`src/rtl/btn_pkg.sv`:
```
// Shared button-handling definitions: debouncer FSM encoding and default timing
// constants, reused by the downstream single-pulse shaper.
package btn_pkg;

    typedef enum logic [1:0] {
        S_RELEASED     = 2'b00,
        S_PRESS_PEND   = 2'b01,
        S_PRESSED      = 2'b11,
        S_RELEASE_PEND = 2'b10
    } btn_state_e;

    localparam int DEF_DB_CYCLES     = 500000;
    localparam int DEF_HOLD_CYCLES   = 25000000;
    localparam int DEF_REPEAT_CYCLES = 10000000;
    localparam int DEF_CNT_W         = 25;

    function automatic int max3(input int a, input int b, input int c);
        int m;
        m = (a > b) ? a : b;
        return (m > c) ? m : c;
    endfunction

endpackage

```
`src/rtl/btn_sync.sv`:
```
// Two-flop synchronizer for the raw button line; idles at 1 (released) out of reset.
module btn_sync (
    input  logic clk_i,
    input  logic rst_ni,
    input  logic d_i,
    output logic q_o
);

    logic meta_q;
    logic sync_q;

    always_ff @(posedge clk_i) begin
        if (!rst_ni) begin
            meta_q <= 1'b1;
            sync_q <= 1'b1;
        end else begin
            meta_q <= d_i;
            sync_q <= meta_q;
        end
    end

    assign q_o = sync_q;

endmodule

```
`src/rtl/button_debouncer.sv`:
```
// Button debouncer: synchronizer + 4-state qualification FSM with a registered level out.
// Define BTN_AUTOREPEAT_EN to add auto-repeat blips on b_out while the button is held.
module button_debouncer
    import btn_pkg::*;
#(
    parameter int DB_CYCLES     = DEF_DB_CYCLES,
    parameter int HOLD_CYCLES   = DEF_HOLD_CYCLES,
    parameter int REPEAT_CYCLES = DEF_REPEAT_CYCLES,
    parameter int CNT_W         = DEF_CNT_W
) (
    input  logic       clk,
    input  logic       rst,
    input  logic       b_raw,
    output logic       b_out,
    output btn_state_e state_o
);

    localparam logic [CNT_W-1:0] DB_LAST = CNT_W'(DB_CYCLES - 1);

    if (CNT_W < $clog2(max3(DB_CYCLES, HOLD_CYCLES, REPEAT_CYCLES))) begin : g_cnt_w_check
        $error("button_debouncer: CNT_W too narrow for the configured cycle counts");
    end

    logic             b_s;
    btn_state_e       state_q, state_d;
    logic [CNT_W-1:0] cnt_q, cnt_d;
    logic             b_out_q, b_out_d;

    btn_sync u_sync (
        .clk_i  (clk),
        .rst_ni (rst),
        .d_i    (b_raw),
        .q_o    (b_s)
    );

`ifdef BTN_AUTOREPEAT_EN
    localparam logic [CNT_W-1:0] HOLD_LAST   = CNT_W'(HOLD_CYCLES - 1);
    localparam logic [CNT_W-1:0] REPEAT_LAST = CNT_W'(REPEAT_CYCLES - 1);

    logic [CNT_W-1:0] rpt_q, rpt_d;
    logic [CNT_W-1:0] rpt_last;
    logic             first_q, first_d;

    assign rpt_last = first_q ? REPEAT_LAST : HOLD_LAST;
`endif

    always_comb begin
        state_d = state_q;
        cnt_d   = cnt_q;
        case (state_q)
            S_RELEASED: begin
                if (!b_s) begin
                    state_d = S_PRESS_PEND;
                    cnt_d   = '0;
                end
            end
            S_PRESS_PEND: begin
                if (b_s) begin
                    state_d = S_RELEASED;
                end else if (cnt_q == DB_LAST) begin
                    state_d = S_PRESSED;
                    cnt_d   = '0;
                end else begin
                    cnt_d = cnt_q + CNT_W'(1);
                end
            end
            S_PRESSED: begin
                if (b_s) begin
                    state_d = S_RELEASE_PEND;
                    cnt_d   = '0;
                end
            end
            S_RELEASE_PEND: begin
                if (!b_s) begin
                    state_d = S_PRESSED;
                end else if (cnt_q == DB_LAST) begin
                    state_d = S_RELEASED;
                    cnt_d   = '0;
                end else begin
                    cnt_d = cnt_q + CNT_W'(1);
                end
            end
            default: begin
                state_d = S_RELEASED;
                cnt_d   = '0;
            end
        endcase

        b_out_d = (state_d == S_RELEASED) || (state_d == S_PRESS_PEND);

`ifdef BTN_AUTOREPEAT_EN
        rpt_d   = rpt_q;
        first_d = first_q;
        // A release seen this cycle leaves S_PRESSED, so it always beats a blip.
        if (state_q == S_PRESSED && state_d == S_PRESSED) begin
            if (b_out_q) begin
                rpt_d = '0;
            end else if (rpt_q == rpt_last) begin
                rpt_d   = '0;
                first_d = 1'b1;
                b_out_d = 1'b1;
            end else begin
                rpt_d = rpt_q + CNT_W'(1);
            end
        end else begin
            rpt_d   = '0;
            first_d = 1'b0;
        end
`endif
    end

    always_ff @(posedge clk) begin
        if (!rst) begin
            state_q <= S_RELEASED;
            cnt_q   <= '0;
            b_out_q <= 1'b1;
        end else begin
            state_q <= state_d;
            cnt_q   <= cnt_d;
            b_out_q <= b_out_d;
        end
    end

`ifdef BTN_AUTOREPEAT_EN
    always_ff @(posedge clk) begin
        if (!rst) begin
            rpt_q   <= '0;
            first_q <= 1'b0;
        end else begin
            rpt_q   <= rpt_d;
            first_q <= first_d;
        end
    end
`endif

    assign b_out   = b_out_q;
    assign state_o = state_q;

endmodule
```
`config.mk`:
```
export PLATFORM = sky130hd
export DESIGN_NAME = button_debouncer
export DESIGN_NICKNAME = d
export VERILOG_FILES = /design/src/rtl/btn_pkg.sv /design/src/rtl/btn_sync.sv /design/src/rtl/button_debouncer.sv
export SDC_FILE = /design/constraint.sdc
export NUM_CORES = 1
export LEC_CHECK = 0
export CAP_MARGIN = 5
export CORE_MARGIN = 2
export CORE_UTILIZATION = 59
export CTS_BUF_LIST = sky130_fd_sc_hd__clkbuf_4 sky130_fd_sc_hd__clkbuf_8
export CTS_CLUSTER_DIAMETER = 60
export DETAILED_ROUTE_END_ITERATION = 10
export GPL_ROUTABILITY_DRIVEN = 0
export GPL_TIMING_DRIVEN = 0
export HOLD_SLACK_MARGIN = 0.03
export PLACE_DENSITY = 0.82
export SYNTH_ARGS = -nofsm -noshare
export SYNTH_HDL_FRONTEND = slang
export SYNTH_HIERARCHICAL = 1
export SYNTH_SLANG_ARGS = --single-unit
```
`constraint.sdc`:
```
create_clock -name clk -period 2.57 [get_ports clk]
set_input_delay 0.3855 -clock clk [delete_from_list [all_inputs] [get_ports clk]]
set_output_delay 0.3855 -clock clk [all_outputs]
set_load 0.05 [all_outputs]
```
==> impl_metrics.toml, run 1 <==
[setup_path]
cp.required_ns = 2.80
end_kind = "flip-flop"
cp_max_fo = 10
crit_start = "cnt_q[0]"
path_class = "reg -> reg"
r2r_start = "cnt_q[0]"
reg2reg_to = "cnt_q[21]"
reg2regPathDepth = 7
crit_path_start_kind = "flip-flop"
cp.arrival_ns = 2.47
worst-r2r-setup-slack_ns = 0.33
crit_end = "cnt_q[21]"

[synthesis]
postSynth.asyncResetShare_pct = 0
syn_nets = 188
ys_top_cells_by_count = "dfxtp_1, nor2_2, xnor2_1"
synth-edff-count = 0
synth_most_common_cell = "dfxtp_1"
yosysUniqueCellTypes = 41
yosys-top-cells-area = "dfxtp_1, xnor2_1, nor2_2"
ys_warn_count = 6
synthCells = 179
synth_top_cell_by_area = "dfxtp_1"
syn_area_mm2 = 0.00168
seq_area_frac_synth_pct = 35.8
post-synth-top-area-fraction_pct = 35.8
ys.flop_type = "dfxtp_1"
syn_avg_cell_area_um2 = 9.36
ys_ff_latch = 30

[finish]
nFillCells = 213
nets = 200
drive_above_1_share_pct = 25.5
multiInputGateArea_um2 = 997
antenna_cells = 0
utilization_pct = 66.9
area_growth_pct = 9.11
regArea_um2 = 601

[global_route]
grt_max_degree = 11
grt_remaining_overflow = 0
grt_pass1_wl_mm = 5.57
first_global_vias = 1196
track_usage_pct = 22.3
antenna_found_initial = 0

[timing]
period_share_pct = 87.2
fmax_ghz = 0.446
tns_ns = 0
clock_skew_ns = 0.0143
slew_headroom_pct = 67.3
worst_slew_pin_slew_ns = 0.488
fin_crit_ns = 2.24
drv_slew = 0
final-setup-viol-count = 0
rsz0062_at_grt = "no"
finalHoldViolations = 0

[drt]
final_antenna_net_count = 0
drtPass1Iterations = 4
wirelength_mm = 3.17
avgViaCountPerCell = 5.84
drc = 0
initialDrtViolationCount = 120
vias = 1303
wl_per_cell_um = 14.2

[job]
drv_cap = 0

[clocking]
path_clk_slew_ns = 0.10
cts_made_buffers = 5
cts.sinks = 30
postCtsResizedCells = 0
cts_root_buffer = "clkbuf_4"
cts_tree = "built"
htreeDepth = 2
postCtsSetupBuffers = 0
max-clock-path-buffers = 2
hold_buffers = 0
insertion_delay_ns = 0.34

[floorplan]
ioPinCount = 6
die-area_mm2 = 0.00328
die_x_um = 57.3
die_h_um = 57.3
core-area_mm2 = 0.00273
start_util_pct = 61.3
rows = 19

[pwr]
power_density_mw_per_mm2 = 591
p_leak_uw = 0.000567
peakVddDrop_mv = 0.647
power_uw = 1080

[placed_design]
dp_hpwl_mm = 2.26
io_buffers = 5

[outcome]
status = "complete, no violations"

[min_path]
hp-class = "reg -> reg"
## registers in the layout, indices dropped and copies added (netlist names)
signal,flops
b_out,1
u_sync/q_o,1
u_sync/meta_q,1
cnt_q,25
state_o,2
## worst min path at each step
stage / startpoint / to / slack, ns / cells after the start
2_1_floorplan: u_sync/meta_q / u_sync/q_o / 0.39 / 1
3_3_place_gp: u_sync/meta_q / u_sync/q_o / 0.39 / 1
3_5_place_dp: u_sync/meta_q / u_sync/q_o / 0.40 / 1
4_1_cts: u_sync/meta_q / u_sync/q_o / 0.42 / 1
5_1_grt: u_sync/meta_q / u_sync/q_o / 0.44 / 1
6_report: u_sync/meta_q / u_sync/q_o / 0.42 / 1
## worst max-delay path, cell delays in order (launching register included)
cell	delay, ns
dfxtp_1	0.45
ha_1	0.26
nor4bb_1	0.29
nand4_1	0.27
o21a_1	0.32
o21ai_4	0.27
buf_6	0.22
nor2_2	0.05
## placed cells by master (no fill, tap or decap), types with 3 or more instances in the layout
cell             Yosys  final
a21oi_1              3      3
buf_6                3      3
clkbuf_4             0      6
clkdlybuf4s50_1      0      5
dfxtp_1             30     30
ha_1                 6      6
inv_1                9      9
nand2_1             12     12
nand3_1              6      6
nor2_1               9      9
nor2_2              20     20
nor3_1               5      5
nor3_2               4      4
nor4_1               3      3
nor4_2               5      5
nor4b_1              3      3
o21ai_0              7      7
xnor2_1             19     19
## power breakdown
group	internal [uW]	total, uW	switching, uW
clock network	143	311	168
logic	95.6	263	167
registers	483	506	22.7
total	722	1080	358
## metal layers
| metal | vias to the layer above | global-route usage (%) | part of all wire [%] | wire length [um] |
|---|---|---|---|---|
| li1 | 650 | - | - | - |
| met1 | 618 | 29.2 | 45 | 1430 |
| met2 | 25 | 33.3 | 47 | 1490 |
| met3 | 10 | 7.94 | 5.5 | 174 |
| met4 | 0 | 9.63 | 2.5 | 78 |
| met5 | - | 0 | 0 | 0 |
## kinds of logic after synthesis
| family | synth area share (%) |
|---|---|
| AND/OR/NAND/NOR | 33.0 |
| flip-flops | 35.8 |
| AO/OA/AOI/OAI | 11.1 |
| XOR/XNOR | 11.0 |
| buffers and inverters | 4.63 |
| adder cells (fa/ha/maj) | 4.48 |
## area by class of cell
class                      count  share of cell area [%]
inverter                       9                    1.85
timing repair buffer           5                    2.74
sequential                    30                    32.9
clock buffer                   7                    3.22
multi-input combinational    135                    54.6
buffer                         5                    2.40
clock inverter                 1                   0.274
tap                           31                    2.12
## stage by stage
stage / std cells / setup slack, ns / instance area [um^2] / hold slack (ns)
5_1_grt: 223 / 0.139 / 1830 / 0.438
6_report: 223 / 0.329 / 1830 / 0.423
2_1_floorplan: 179 / 0.260 / 1680 / 0.386
4_1_cts: 223 / 0.334 / 1830 / 0.424
3_5_place_dp: 215 / 0.371 / 1760 / 0.396
3_3_place_gp: 215 / 0.415 / 1760 / 0.393
Note: power is estimated with default switching activity, not from simulation.
==> run 2: changes to the inputs <==
- HOLD_SLACK_MARGIN: 0.03 -> 0.1
==> results of run 2 <==
No change in the layout: final DEF, timing and power equal those of run 1.
